<file path="src/rtl/mc_pkg.sv">
// Shared encodings for the multi-cycle MIPS controller: states, opcodes, functs,
// ALU operation codes and datapath mux selects.
package mc_pkg;

    localparam int unsigned STATE_W = 4;
    localparam int unsigned OP_W    = 6;
    localparam int unsigned ALUOP_W = 4;
    localparam int unsigned SRCA_W  = 2;
    localparam int unsigned SRCB_W  = 3;
    localparam int unsigned SEL_W   = 2;

    typedef enum logic [STATE_W-1:0] {
        S_FETCH  = 4'd0,
        S_DECODE = 4'd1,
        S_MEMADR = 4'd2,
        S_MEMRD  = 4'd3,
        S_MEMWB  = 4'd4,
        S_MEMWR  = 4'd5,
        S_REXE   = 4'd6,
        S_RWB    = 4'd7,
        S_IEXE   = 4'd8,
        S_IWB    = 4'd9,
        S_BRANCH = 4'd10,
        S_JUMP   = 4'd11,
        S_JAL    = 4'd12
    } state_t;

    localparam logic [ALUOP_W-1:0] ALU_AND = 4'b0000;
    localparam logic [ALUOP_W-1:0] ALU_OR  = 4'b0001;
    localparam logic [ALUOP_W-1:0] ALU_ADD = 4'b0010;
    localparam logic [ALUOP_W-1:0] ALU_SUB = 4'b0110;
    localparam logic [ALUOP_W-1:0] ALU_SEQ = 4'b0111;
    localparam logic [ALUOP_W-1:0] ALU_SRL = 4'b1000;
    localparam logic [ALUOP_W-1:0] ALU_SLT = 4'b1001;
    localparam logic [ALUOP_W-1:0] ALU_SLL = 4'b1011;

    localparam logic [OP_W-1:0] OP_RTYPE = 6'b000000;
    localparam logic [OP_W-1:0] OP_J     = 6'b000010;
    localparam logic [OP_W-1:0] OP_JAL   = 6'b000011;
    localparam logic [OP_W-1:0] OP_BEQ   = 6'b000100;
    localparam logic [OP_W-1:0] OP_ADDIU = 6'b001001;
    localparam logic [OP_W-1:0] OP_ORI   = 6'b001101;
    localparam logic [OP_W-1:0] OP_LUI   = 6'b001111;
    localparam logic [OP_W-1:0] OP_LW    = 6'b100011;
    localparam logic [OP_W-1:0] OP_SW    = 6'b101011;

    localparam logic [OP_W-1:0] FN_SLL  = 6'b000000;
    localparam logic [OP_W-1:0] FN_SRL  = 6'b000010;
    localparam logic [OP_W-1:0] FN_ADDU = 6'b100001;
    localparam logic [OP_W-1:0] FN_SUBU = 6'b100011;
    localparam logic [OP_W-1:0] FN_AND  = 6'b100100;
    localparam logic [OP_W-1:0] FN_OR   = 6'b100101;
    localparam logic [OP_W-1:0] FN_SLT  = 6'b101010;

    localparam logic [SRCA_W-1:0] SRCA_PC    = 2'b00;
    localparam logic [SRCA_W-1:0] SRCA_A     = 2'b01;
    localparam logic [SRCA_W-1:0] SRCA_SHAMT = 2'b10;
    localparam logic [SRCA_W-1:0] SRCA_C16   = 2'b11;

    localparam logic [SRCB_W-1:0] SRCB_B     = 3'b000;
    localparam logic [SRCB_W-1:0] SRCB_FOUR  = 3'b001;
    localparam logic [SRCB_W-1:0] SRCB_SEXT  = 3'b010;
    localparam logic [SRCB_W-1:0] SRCB_ZEXT  = 3'b011;
    localparam logic [SRCB_W-1:0] SRCB_BOFF  = 3'b100;

    localparam logic [SEL_W-1:0] PCSRC_ALU    = 2'b00;
    localparam logic [SEL_W-1:0] PCSRC_ALUOUT = 2'b01;
    localparam logic [SEL_W-1:0] PCSRC_JUMP   = 2'b10;

    localparam logic [SEL_W-1:0] REGDST_RT = 2'b00;
    localparam logic [SEL_W-1:0] REGDST_RD = 2'b01;
    localparam logic [SEL_W-1:0] REGDST_RA = 2'b10;

    localparam logic [SEL_W-1:0] M2R_ALUOUT = 2'b00;
    localparam logic [SEL_W-1:0] M2R_MDR    = 2'b01;
    localparam logic [SEL_W-1:0] M2R_PC     = 2'b10;

    // R-type functs this controller can execute
    function automatic logic funct_ok(input logic [OP_W-1:0] funct);
        case (funct)
            FN_SLL, FN_SRL, FN_ADDU, FN_SUBU, FN_AND, FN_OR, FN_SLT: funct_ok = 1'b1;
            default:                                                 funct_ok = 1'b0;
        endcase
    endfunction

endpackage

</file>
<file path="src/rtl/mc_alu_dec.sv">
// ALU-side decode: maps the current state and instruction fields onto
// ALUOp and the two ALU operand selects.
module mc_alu_dec
    import mc_pkg::*;
(
    input  state_t              state,
    input  logic [OP_W-1:0]     op,
    input  logic [OP_W-1:0]     funct,
    output logic [ALUOP_W-1:0]  aluop,
    output logic [SRCA_W-1:0]   alusrca,
    output logic [SRCB_W-1:0]   alusrcb
);

    always_comb begin
        aluop   = ALU_AND;
        alusrca = SRCA_PC;
        alusrcb = SRCB_B;
        case (state)
            S_FETCH: begin
                alusrcb = SRCB_FOUR;
                aluop   = ALU_ADD;
            end
            S_DECODE: begin
                alusrcb = SRCB_BOFF;
                aluop   = ALU_ADD;
            end
            S_MEMADR: begin
                alusrca = SRCA_A;
                alusrcb = SRCB_SEXT;
                aluop   = ALU_ADD;
            end
            S_REXE: begin
                alusrca = SRCA_A;
                case (funct)
                    FN_SUBU: aluop = ALU_SUB;
                    FN_AND:  aluop = ALU_AND;
                    FN_OR:   aluop = ALU_OR;
                    FN_SLT:  aluop = ALU_SLT;
                    // shifts take shamt on A; the ALU shifts B by A
                    FN_SLL: begin
                        aluop   = ALU_SLL;
                        alusrca = SRCA_SHAMT;
                    end
                    FN_SRL: begin
                        aluop   = ALU_SRL;
                        alusrca = SRCA_SHAMT;
                    end
                    default: aluop = ALU_ADD;
                endcase
            end
            S_IEXE: begin
                case (op)
                    OP_ORI: begin
                        alusrca = SRCA_A;
                        alusrcb = SRCB_ZEXT;
                        aluop   = ALU_OR;
                    end
                    OP_LUI: begin
                        alusrca = SRCA_C16;
                        alusrcb = SRCB_ZEXT;
                        aluop   = ALU_SLL;
                    end
                    default: begin
                        alusrca = SRCA_A;
                        alusrcb = SRCB_SEXT;
                        aluop   = ALU_ADD;
                    end
                endcase
            end
            S_BRANCH: begin
                alusrca = SRCA_A;
                aluop   = ALU_SEQ;
            end
            default: ;
        endcase
    end

endmodule

</file>
<file path="src/rtl/mc_ctrl.sv">
// Multi-cycle MIPS main controller: sequences FETCH..WB, stalls on the
// MemReq/MemReady handshake and drives datapath enables and selects.
module mc_ctrl
    import mc_pkg::*;
#(
    parameter logic [STATE_W-1:0] RESET_STATE = 4'd0
) (
    input  logic                clk,
    input  logic                reset,
    input  logic [OP_W-1:0]     Op,
    input  logic [OP_W-1:0]     Funct,
    input  logic                CmpTrue,
    input  logic                MemReady,
    output logic                MemReq,
    output logic                MemWrite,
    output logic                IorD,
    output logic                IRWrite,
    output logic                PCWrite,
    output logic [SEL_W-1:0]    PCSrc,
    output logic                RegWrite,
    output logic [SEL_W-1:0]    RegDst,
    output logic [SEL_W-1:0]    MemtoReg,
    output logic [SRCA_W-1:0]   ALUSrcA,
    output logic [SRCB_W-1:0]   ALUSrcB,
    output logic [ALUOP_W-1:0]  ALUOp,
    output logic                Illegal,
    output logic [STATE_W-1:0]  State
);

    state_t state_q, state_d;
    logic   memreq_c, memwrite_c, irwrite_c, pcwrite_c, regwrite_c, illegal_c;

    always_ff @(posedge clk) begin
        if (reset) state_q <= state_t'(RESET_STATE);
        else       state_q <= state_d;
    end

    // Next state and state-decoded enables; FETCH/BRANCH also look at live inputs
    always_comb begin
        state_d    = S_FETCH;
        memreq_c   = 1'b0;
        memwrite_c = 1'b0;
        irwrite_c  = 1'b0;
        pcwrite_c  = 1'b0;
        regwrite_c = 1'b0;
        illegal_c  = 1'b0;
        IorD       = 1'b0;
        PCSrc      = PCSRC_ALU;
        RegDst     = REGDST_RT;
        MemtoReg   = M2R_ALUOUT;
        case (state_q)
            S_FETCH: begin
                memreq_c  = 1'b1;
                irwrite_c = MemReady;
                pcwrite_c = MemReady;
                state_d   = MemReady ? S_DECODE : S_FETCH;
            end
            S_DECODE: begin
                case (Op)
                    OP_RTYPE: begin
                        if (funct_ok(Funct)) state_d = S_REXE;
                        else                 illegal_c = 1'b1;
                    end
                    OP_LW, OP_SW:             state_d = S_MEMADR;
                    OP_ADDIU, OP_ORI, OP_LUI: state_d = S_IEXE;
                    OP_BEQ:                   state_d = S_BRANCH;
                    OP_J:                     state_d = S_JUMP;
                    OP_JAL:                   state_d = S_JAL;
                    default:                  illegal_c = 1'b1;
                endcase
            end
            S_MEMADR: state_d = (Op == OP_SW) ? S_MEMWR : S_MEMRD;
            S_MEMRD: begin
                memreq_c = 1'b1;
                IorD     = 1'b1;
                state_d  = MemReady ? S_MEMWB : S_MEMRD;
            end
            S_MEMWB: begin
                regwrite_c = 1'b1;
                MemtoReg   = M2R_MDR;
            end
            S_MEMWR: begin
                memreq_c   = 1'b1;
                memwrite_c = 1'b1;
                IorD       = 1'b1;
                state_d    = MemReady ? S_FETCH : S_MEMWR;
            end
            S_REXE: state_d = S_RWB;
            S_RWB: begin
                regwrite_c = 1'b1;
                RegDst     = REGDST_RD;
            end
            S_IEXE: state_d = S_IWB;
            S_IWB:  regwrite_c = 1'b1;
            S_BRANCH: begin
                pcwrite_c = CmpTrue;
                PCSrc     = PCSRC_ALUOUT;
            end
            S_JUMP: begin
                pcwrite_c = 1'b1;
                PCSrc     = PCSRC_JUMP;
            end
            S_JAL: begin
                pcwrite_c  = 1'b1;
                PCSrc      = PCSRC_JUMP;
                regwrite_c = 1'b1;
                RegDst     = REGDST_RA;
                MemtoReg   = M2R_PC;
            end
            default: state_d = S_FETCH;
        endcase
    end

    // Reset squashes every side effect immediately, even mid memory wait
    assign MemReq   = memreq_c   & ~reset;
    assign MemWrite = memwrite_c & ~reset;
    assign IRWrite  = irwrite_c  & ~reset;
    assign PCWrite  = pcwrite_c  & ~reset;
    assign RegWrite = regwrite_c & ~reset;
    assign Illegal  = illegal_c  & ~reset;
    assign State    = state_q;

    mc_alu_dec u_alu_dec (
        .state   (state_q),
        .op      (Op),
        .funct   (Funct),
        .aluop   (ALUOp),
        .alusrca (ALUSrcA),
        .alusrcb (ALUSrcB)
    );

endmodule

</file>
<file path="config.mk">
export PLATFORM = sky130hd
export DESIGN_NAME = mc_ctrl
export DESIGN_NICKNAME = d
export VERILOG_FILES = /design/src/rtl/mc_pkg.sv /design/src/rtl/mc_alu_dec.sv /design/src/rtl/mc_ctrl.sv
export SDC_FILE = /design/constraint.sdc
export NUM_CORES = 1
export LEC_CHECK = 0
export BUFFER_PORTS_ARGS = -buffer_cell sky130_fd_sc_hd__clkbuf_2
export CAP_MARGIN = 40
export CORE_MARGIN = 4
export CORE_UTILIZATION = 46
export CTS_CLUSTER_DIAMETER = 100
export DETAILED_ROUTE_END_ITERATION = 10
export PLACE_DENSITY = 0.86
export SLEW_MARGIN = 5
export SYNTH_ARGS = -nofsm -noshare
export SYNTH_HDL_FRONTEND = slang
export SYNTH_SLANG_ARGS = --single-unit
</file>
<file path="constraint.sdc">
create_clock -name clk -period 1.8 [get_ports clk]
set_input_delay 0 -clock clk [delete_from_list [all_inputs] [get_ports clk]]
set_output_delay 0 -clock clk [all_outputs]
set_load 0.02 [all_outputs]
</file>
# Word level (Yosys, flattened, before mapping)
# Cells that the tools add are included.
[totals] register_bits=4 in_bits=16 out_inout_bits=26 word_cells=79
[classes] n_eq_ne=26 n_mux=30 bitwise_logic=7 n_reduce_logical=15
[op_table] operator="4-bit one-hot mux with 6 select lines" count=2
[op_table] operator="6-bit == test, second input constant" count=7
[op_table] operator="4-bit one-hot mux with 7 select lines" count=1
[op_table] operator="4-bit == test, second input constant" count=5
[op_table] operator="6-bit by 2-bit == test with 1-bit output, second input constant" count=3
[op_table] operator="6-bit by 4-bit == test with 1-bit output, second input constant" count=3
[op_table] operator="4-bit by 3-bit == test with 1-bit output, second input constant" count=4
[op_table] operator="4-bit one-hot mux with 4 select lines" count=1
[op_table] operator="6-bit logical NOT" count=2
[op_table] operator="1-bit 2-to-1 mux" count=12
[op_table] operator="3-bit 2-to-1 mux" count=4
[op_table] operator="2-bit one-hot mux with 2 select lines" count=3
[op_table] operator="3-bit one-hot mux with 4 select lines" count=1
[op_table] operator="2-bit OR reduction" count=6
[op_table] operator="3-bit OR reduction" count=3
[op_table] operator="4-bit by 2-bit == test with 1-bit output, second input constant" count=2
[op_table] operator="4-bit one-hot mux with 2 select lines" count=1
[op_table] operator="8-bit OR reduction" count=1
[op_table] operator="7-bit OR reduction" count=1
[op_table] operator="1-bit bitwise AND" count=6
[op_table] operator="6-bit by 3-bit == test with 1-bit output, second input constant" count=1
[op_table] operator="2-bit one-hot mux with 3 select lines" count=1
[op_table] operator="4-bit by 1-bit == test with 1-bit output, second input constant" count=1
[op_table] operator="4-bit logical NOT" count=1
[op_table] operator="other kinds (5)" count=6

# Depth between registers and ports, before layout
# Gate-level depths: netlist of run 1.
[logic_depth] ltp_word=9 depth_mapped=6 ltp_nobuf=5

# Modules after synthesis
# Synthesis of run 1 repeated with hierarchy kept, for this count alone.
[hier_totals] cells_unflattened=148 area_unflattened_um2=1058.5
[modules_own_cells] module="mc_ctrl" instances=1 cells_each=102 area_per_inst_um2=709.4 seq_area_each_um2=80.1
[modules_own_cells] module="mc_alu_dec" instances=1 cells_each=46 area_per_inst_um2=349.1 seq_area_each_um2=0.0

# Worst setup path after synthesis of run 1
# No wires, ideal clock.
[synth_path] kind="flip-flop to output port" from="register state_q[0] (netlist: State[0])" to="output Illegal" arrival_ns=2.130 required_ns=1.800 path_slack_ns=-0.330 path_stages_with_launch=3 path_buffers=0 cell_sequence="dfxtp_1 > or4b_4 > a2111oi_0"
[synth_between] elab_chain_cells=3
[synth_lines] item="from (decl)" line_no="mc_ctrl.sv:30" source="state_t state_q, state_d;"
[synth_lines] item="from (signal assigned)" line_no="mc_ctrl.sv:34" source="if (reset) state_q <= state_t'(RESET_STATE);"
[synth_lines] item="from (signal assigned)" line_no="mc_ctrl.sv:35" source="else state_q <= state_d;"
[synth_lines] item="4-bit by 1-bit == test with 1-bit output" line_no="mc_ctrl.sv:51" source="case (state_q)"
[synth_lines] item="1-bit 2-to-1 mux" line_no="mc_ctrl.sv:51"
[synth_lines] item="1-bit bitwise AND" line_no="mc_ctrl.sv:120" source="assign Illegal = illegal_c & ~reset;"
[synth_lines] item="to (decl)" line_no="mc_ctrl.sv:26" source="output logic Illegal,"
# Every way passes these cells.

# Worst setup path after layout of run 1
[layout_path] from="register state_q[3] (netlist: State[3])" to="output Illegal"
# Same word-level chain as after synthesis.

==> summary.md, run 1 <==
| Metric | Value |
|---|---|
| Required time reported for the critical path endpoint | `1.80 ns` |
| Pwr Density | `around 320 nW/um^2` |
| Post-synth ARST share | `0` |
| # IOs | `between 40 and 50` |
| Clock insertion delay at the later pin of the skew report | `roughly 0.24 ns` |
| Die outline area | `2700 sq um` |
| Highest net fanout along the worst path | `10` |
| Clock buffers created by TritonCTS | `3` |
| Area growth from synthesis to final layout | `31.7%` |
| Final worst path period need | `between 1.5 and 2 ns` |
| Worst flop-to-flop path endpoint | `State[0]$_SDFF_PP0_` |
| Core Area | `1780 sq um` |
| Compound-gate portion of the synthesized area | `0.327` |
| Global-route wire length before repair | `approximately 4.9 mm` |
| Xor and xnor fraction of the mapped netlist area | `0.0394` |
| Critical path class | `register to primary output` |
| Routed Antenna Nets | `0` |
| Post-Route Setup TNS | `0 ns` |
| Count of buffers from port buffering | `41` |
| Signal arrival time at the worst endpoint | `1.74 ns` |
| Final Instance Area | `~1200 sq um` |
| Launch instance of the worst register-to-register path | `State[3]$_SDFF_PP0_` |
| Largest buffer count on any clock path | `2` |
| Setup repair bufs after CTS | `0` |
| Via density | `6.11` |
| Placed cell count | `205` |
| Clock skew | `around 0.0065 ns` |
| Final setup vio count | `0` |
| Total of flip-flops plus latches after synthesis | `4` |
| Std cell rows | `15` |
| Maximum Capacitance Violations | `0` |
| Register-to-register setup slack | `0.18 ns` |
| Wire length after detailed routing | `between 2 and 3 mm` |
| Synthesized area divided by synthesized cell count | `between 6 and 7 sq um` |
| Final period util | `0.964` |
| Clock Tree Root | `clkbuf_4` |
| Clock Pin Slew Worst Setup and Hold Paths | `approximately 0.03 ns` |
| Wirelength per Cell | `about 14 um` |
| Total leakage power | `0.514 nW` |
| Max-slew headroom | `0.789` |
| Vias in the first global route | `roughly 1.2k` |
| GPL Wtd Cong | `0.949` |
| Min-delay worst type | `input pin to register` |
| Overall power consumption | `between 0.3 and 0.4 mW` |
| Yosys warnings | `0` |
| Dominant synthesized flop cell | `dfxtp_1` |
| Remaining design rule violation count | `0` |
| Detailed Route Iter0 Violations | `48` |
| Largest family of logic cells by synthesized area | `simple AND/OR/NAND/NOR gates` |
| Achievable Freq | `about 0.58 GHz` |
| Height of the chip | `51.9 um` |
| First-pass iteration count of the detailed router | `4` |
| Cell area after synthesis | `between 800 and 900 sq um` |
| Total Nets Final | `about 200` |
| Post-synth EDFFs | `0` |
| Library cells used by synthesis | `47` |
| Kind of capture point of the worst setup path | `primary output` |
| Count of final hold-check violations | `0` |
| Share of post-route cells with drive strength above 1 | `0.322` |
| Width of the die | `51.9 um` |
| Htree depth | `1` |
| Total via count in the routed design | `1270` |
| Aggregate global routing overflow | `0` |
| Outcome | `completed` |
| Cells after Synth | `around 140` |
| Critical path capture point | `Illegal` |
| Final antenna diode count | `0` |
| Worst-case vdd ir drop | `between 0.2 and 0.25 mV` |
| Origin of the worst setup path | `State[3]$_SDFF_PP0_` |
| Largest net degree at the start of global routing | `15` |
| Post-DP HPWL | `between 2 and 2.5 mm` |
| Fraction of the mapped netlist area in adder cells | `0` |
| Number of nets in the synthesized netlist | `~160` |
| RSZ-0062 raised after global routing | `no` |
| Length in cells of the worst reg-to-reg path | `5` |
| Fraction of the yosys area taken by sequential cells | `0.0901` |
| Number of sinks driven by the clock tree | `4` |
| Simple-gate share of the synthesized area | `0.449` |
| Mux contribution to synthesized area | `0.0225` |
| Starting density of the core | `0.498` |
| Initial antenna violation count | `0` |
| Total routing resource utilization after global routing | `0.234` |
| Largest register FFs | `4` |
| Tightest Pin Transition | `~0.32 ns` |
| CTS tree | `built` |
| Post-layout instance count excluding filler cells | `approximately 210` |
| Number of pins exceeding their max-slew limit in the final report | `0` |
| Post-placement cell area | `between 1000 and 1500 sq um` |
| Startpoint type of the worst setup path | `register` |
| Final core utilization | `0.656` |
through the flow:
| stage | setup WS (ns) | hold slack (ns) |
|---|---|---|
| 3_5_place_dp | 0.192 | 0.379 |
| 3_3_place_gp | 0.262 | 0.368 |
| 5_1_grt | 0.00523 | 0.169 |
| 6_report | 0.0649 | 0.166 |
| 4_1_cts | 0.0541 | 0.161 |
| 2_1_floorplan | 0.0888 | 0.0455 |
cell type report:
cell class / count / area (sq um)
clock buffer: 3 / 22.5
fill: 167 / 613
inverter: 4 / 15.0
multi-input combinational: 123 / 756
sequential: 4 / 80.1
tap: 25 / 31.3
timing repair buffer: 49 / 265
metal layers:
metal / global-route usage / wire, um
met2: 0.416 / 1450
met4: 0.0917 / 45
met5: 0 / 0
met3: 0.0229 / 287
met1: 0.285 / 1200
synthesized netlist by cell type, drive strengths merged (4+ instances only):
cell	count	area, sq um
buf	4	22.5
nor2	20	75.1
nand2b	7	43.8
nand2	12	45.0
clkbuf	7	26.3
nor2b	4	25.0
o21ai	11	55.1
nor3	12	65.1
o21a	4	30.0
a21oi	5	25.0
inv	4	15.0
dfxtp	4	80.1
how the worst min path moves through the flow:
stage / from / endpoint / slack (ns) / cells past startpoint
floorplan: reset / Illegal / 0.05 / 1
global route: MemReady / State[1]$_SDFF_PP0_ / 0.17 / 3
detailed placement: reset / Illegal / 0.38 / 3
finish: MemReady / State[1]$_SDFF_PP0_ / 0.17 / 3
global placement: reset / Illegal / 0.37 / 3
CTS: MemReady / State[1]$_SDFF_PP0_ / 0.16 / 3
worst max-delay path: stages, from the launching register on:
cell	delay, ns
dfxtp_1	0.39
or4b_4	0.58
a2111oi_2	0.30
clkbuf_2	0.23
timing repair:
action	4_1_cts	5_1_grt
setup endpoints to repair	0	3
resized for setup	0	3
hold buffers	0	0
cell usage in the layout (no fill, tap or decap), types with 2 or more instances in the layout:
| master | netlist | final |
|---|---|---|
| a21oi_1 | 5 | 5 |
| and3b_1 | 2 | 2 |
| o22ai_1 | 3 | 3 |
| inv_1 | 4 | 4 |
| dfxtp_1 | 4 | 4 |
| nand4_1 | 3 | 3 |
| clkbuf_4 | 0 | 3 |
| nand2_1 | 12 | 12 |
| clkbuf_2 | 0 | 40 |
| o21a_1 | 4 | 4 |
| mux2i_1 | 2 | 2 |
| or3_1 | 3 | 3 |
| a31oi_1 | 2 | 2 |
| nor2b_1 | 4 | 3 |
| nor3_1 | 11 | 11 |
| nand2b_1 | 7 | 6 |
| xnor2_1 | 3 | 3 |
| o21ai_0 | 7 | 7 |
| nor2_1 | 20 | 20 |
| a221o_1 | 2 | 2 |
| o21ai_1 | 4 | 4 |
| nand4b_1 | 2 | 2 |
| buf_4 | 1 | 8 |
| a22oi_1 | 2 | 2 |
| o32ai_1 | 2 | 2 |
| nand3_1 | 2 | 2 |
power breakdown:
part,switching (mW),internal (mW),total [mW]
clock,0.0403,0.0748,0.115
sequential,0.00325,0.0911,0.0943
combinational,0.105,0.0638,0.169
total,0.148,0.230,0.378
kinds of logic (layout without fill, tap and decap cells):
family / count (synthesis) / after routing
multiplexers: 2 / 2
flip-flops: 4 / 4
XOR/XNOR: 4 / 4
AO/OA/AOI/OAI: 42 / 42
AND/OR/NAND/NOR: 75 / 75
buffers and inverters: 15 / 56
No activity file was read; power rests on OpenSTA's default activity.
==> inputs of run 2 (changes only) <==
Settings changed: PLACE_DENSITY 0.86 to 0.78.
Clock period 1.8 ns to 1.95 ns, I/O delays scaled along.
==> run 2 against run 1 <==
Clock skew about the same. Clock-buffer cell count unchanged. Critical path depth up 3.
==> summary.md, run 2 (synthesized netlist as in run 1, its figures left out) <==
| Metric | Value |
|---|---|
| Outcome | `completed (unchanged)` |
| Aggregate global routing overflow | `0 (unchanged)` |
| Final worst path period need | `between 1.5 and 2 ns` |
| Detailed Route Iter0 Violations | `34 (was 48)` |
| CTS Hold Buffers Added | `0 (unchanged)` |
| Vias in the first global route | `1031 (was 1156)` |
| Number of pins exceeding their max-slew limit in the final report | `0 (unchanged)` |
| Starting density of the core | `0.498 (unchanged)` |
| Maximum Capacitance Violations | `0 (unchanged)` |
| Final core utilization | `0.639 (was 0.656)` |
| Delay contributed by the slowest stage of the critical path | `0.38 ns (was 0.58 ns)` |
| Startpoint type of the worst setup path | `register (unchanged)` |
| Kind of capture point of the worst setup path | `primary output (unchanged)` |
| Clock skew | `0.00685 ns (was 0.00646 ns)` |
| Height of the chip | `51.9 um (unchanged)` |
| Pwr Density | `295 nW/um^2 (was 323 nW/um^2)` |
| Clock Tree Root | `clkbuf_4 (unchanged)` |
| Post-placement cell area | `1110 sq um (was 1140 sq um)` |
| Count of final hold-check violations | `0 (unchanged)` |
| Area growth from synthesis to final layout | `28.3% (was 31.7%)` |
| Wire length after detailed routing | `2.70 mm (was 2.98 mm)` |
| Setup repair bufs after CTS | `0 (unchanged)` |
| Clock insertion delay at the later pin of the skew report | `0.23 ns (was 0.24 ns)` |
| Final setup vio count | `0 (unchanged)` |
| Most frequent standard cell in the layout excluding fill and tap cells | `clkbuf_2 (unchanged)` |
| Clock buffers created by TritonCTS | `3 (unchanged)` |
| GPL Wtd Cong | `0.870 (was 0.949)` |
| Post-Route Setup TNS | `0 ns (unchanged)` |
| Total leakage power | `0.498 nW (was 0.514 nW)` |
| Post-DP HPWL | `2.16 mm (was 2.38 mm)` |
| Core Area | `1780 sq um (unchanged)` |
| Min-delay worst type | `input pin to register (unchanged)` |
| Global-route wire length before repair | `4.44 mm (was 4.95 mm)` |
| Total of cells resized after clock tree synthesis | `0 (unchanged)` |
| Critical path class | `register to primary output (unchanged)` |
| Final antenna diode count | `0 (unchanged)` |
| Share of post-route cells with drive strength above 1 | `0.306 (was 0.322)` |
| Post-layout instance count excluding filler cells | `205 (was 208)` |
| Signal arrival time at the worst endpoint | `1.80 ns (was 1.74 ns)` |
| Largest buffer count on any clock path | `2 (unchanged)` |
| Wirelength per Cell | `13.2 um (was 14.3 um)` |
| Placed cell count | `202 (was 205)` |
| Htree depth | `1 (unchanged)` |
| Routed Antenna Nets | `0 (unchanged)` |
| Slowest CP cell | `or3_1 (was or4b_4)` |
| Tightest Pin Transition | `0.330 ns (was 0.316 ns)` |
| Total routing resource utilization after global routing | `0.209 (was 0.234)` |
| Highest net fanout along the worst path | `15 (was 10)` |
| RSZ-0062 raised after global routing | `no (unchanged)` |
| # IOs | `42 (unchanged)` |
| Required time reported for the critical path endpoint | `1.95 ns (was 1.80 ns)` |
| CTS tree | `built (unchanged)` |
| Most frequent cells in the layout | `clkbuf_2, nor2_1, nand2_1 (unchanged)` |
| Clock Pin Slew Worst Setup and Hold Paths | `0.04 ns (was 0.03 ns)` |
| Number of sinks driven by the clock tree | `4 (unchanged)` |
| Width of the die | `51.9 um (unchanged)` |
| Remaining design rule violation count | `0 (unchanged)` |
| First-pass iteration count of the detailed router | `4 (unchanged)` |
| Worst-case vdd ir drop | `0.411 mV (was 0.234 mV)` |
| Cell chain of the critical path | `buf_4 -> inv_1 -> nand2_1 -> or3_1 -> o31ai_1 -> clkbuf_2 (was or4b_4 -> a2111oi_2 -> clkbuf_2)` |
| Achievable Freq | `about 0.56 GHz` |
| Via density | `5.80 (was 6.11)` |
| Count of buffers from port buffering | `41 (unchanged)` |
| Initial antenna violation count | `0 (unchanged)` |
| Total Nets Final | `198 (was 201)` |
| Largest register FFs | `4 (unchanged)` |
| Max-slew headroom | `0.780 (was 0.789)` |
| Die outline area | `2700 sq um (unchanged)` |
| Final period util | `0.923` |
| Largest net degree at the start of global routing | `17 (was 15)` |
| Final Instance Area | `1140 sq um (was 1170 sq um)` |
| Number of filler instances in the final layout | `176 (was 167)` |
| Std cell rows | `15 (unchanged)` |
| Total via count in the routed design | `1188 (was 1270)` |
## run 2: worst paths after layout
check / from / end / slack, ns / depth (start not counted)
setup / recovery: State[0]$_SDFF_PP0_ / ALUOp[3] / 0.15 / 6
hold / removal: Op[4] / State[1]$_SDFF_PP0_ / 0.15 / 3
setup reg to reg: State[3]$_SDFF_PP0_ / State[0]$_SDFF_PP0_ / 0.32 / 5
hold reg to reg: State[3]$_SDFF_PP0_ / State[2]$_SDFF_PP0_ / 0.69 / 1
## run 2: cell type report
cell class                 count  area (sq um)  area share
multi-input combinational    123           746       0.654
timing repair buffer          46           243       0.213
sequential                     4          82.6      0.0724
tap                           25          31.3      0.0274
clock buffer                   3          22.5      0.0198
inverter                       4          15.0      0.0132
## run 2: routing by layer
layer,vias to the layer above,GRT usage,share of wire
met5,-,0,0
met2,38,0.333,0.48
li1,607,-,-
met4,0,0.0393,0
met1,543,0.289,0.45
met3,0,0.0430,0.063
## run 2: critical path, delay by kind of cell (launching register included)
kind / cells / cell delay [ns]
buf+inv: 3 / 0.51
flops: 1 / 0.31
simple gates: 2 / 0.51
compound gates: 1 / 0.24
## run 2: stage by stage
stage	hold slack (ns)	total power, mW	setup WS, ns
after detailed placement	0.375	0.235	0.315
after global placement	0.376	0.233	0.371
after CTS	0.165	0.336	0.129
after floorplan	0.0769	0.182	0.0812
after global routing	0.164	0.363	0.0101
final	0.155	0.336	0.150
## run 2: power breakdown
group          leakage [nW]  switching (mW)  internal (mW)
Clock                0.0138          0.0311         0.0686
Sequential           0.0335         0.00190         0.0841
Combinational         0.451          0.0935         0.0566
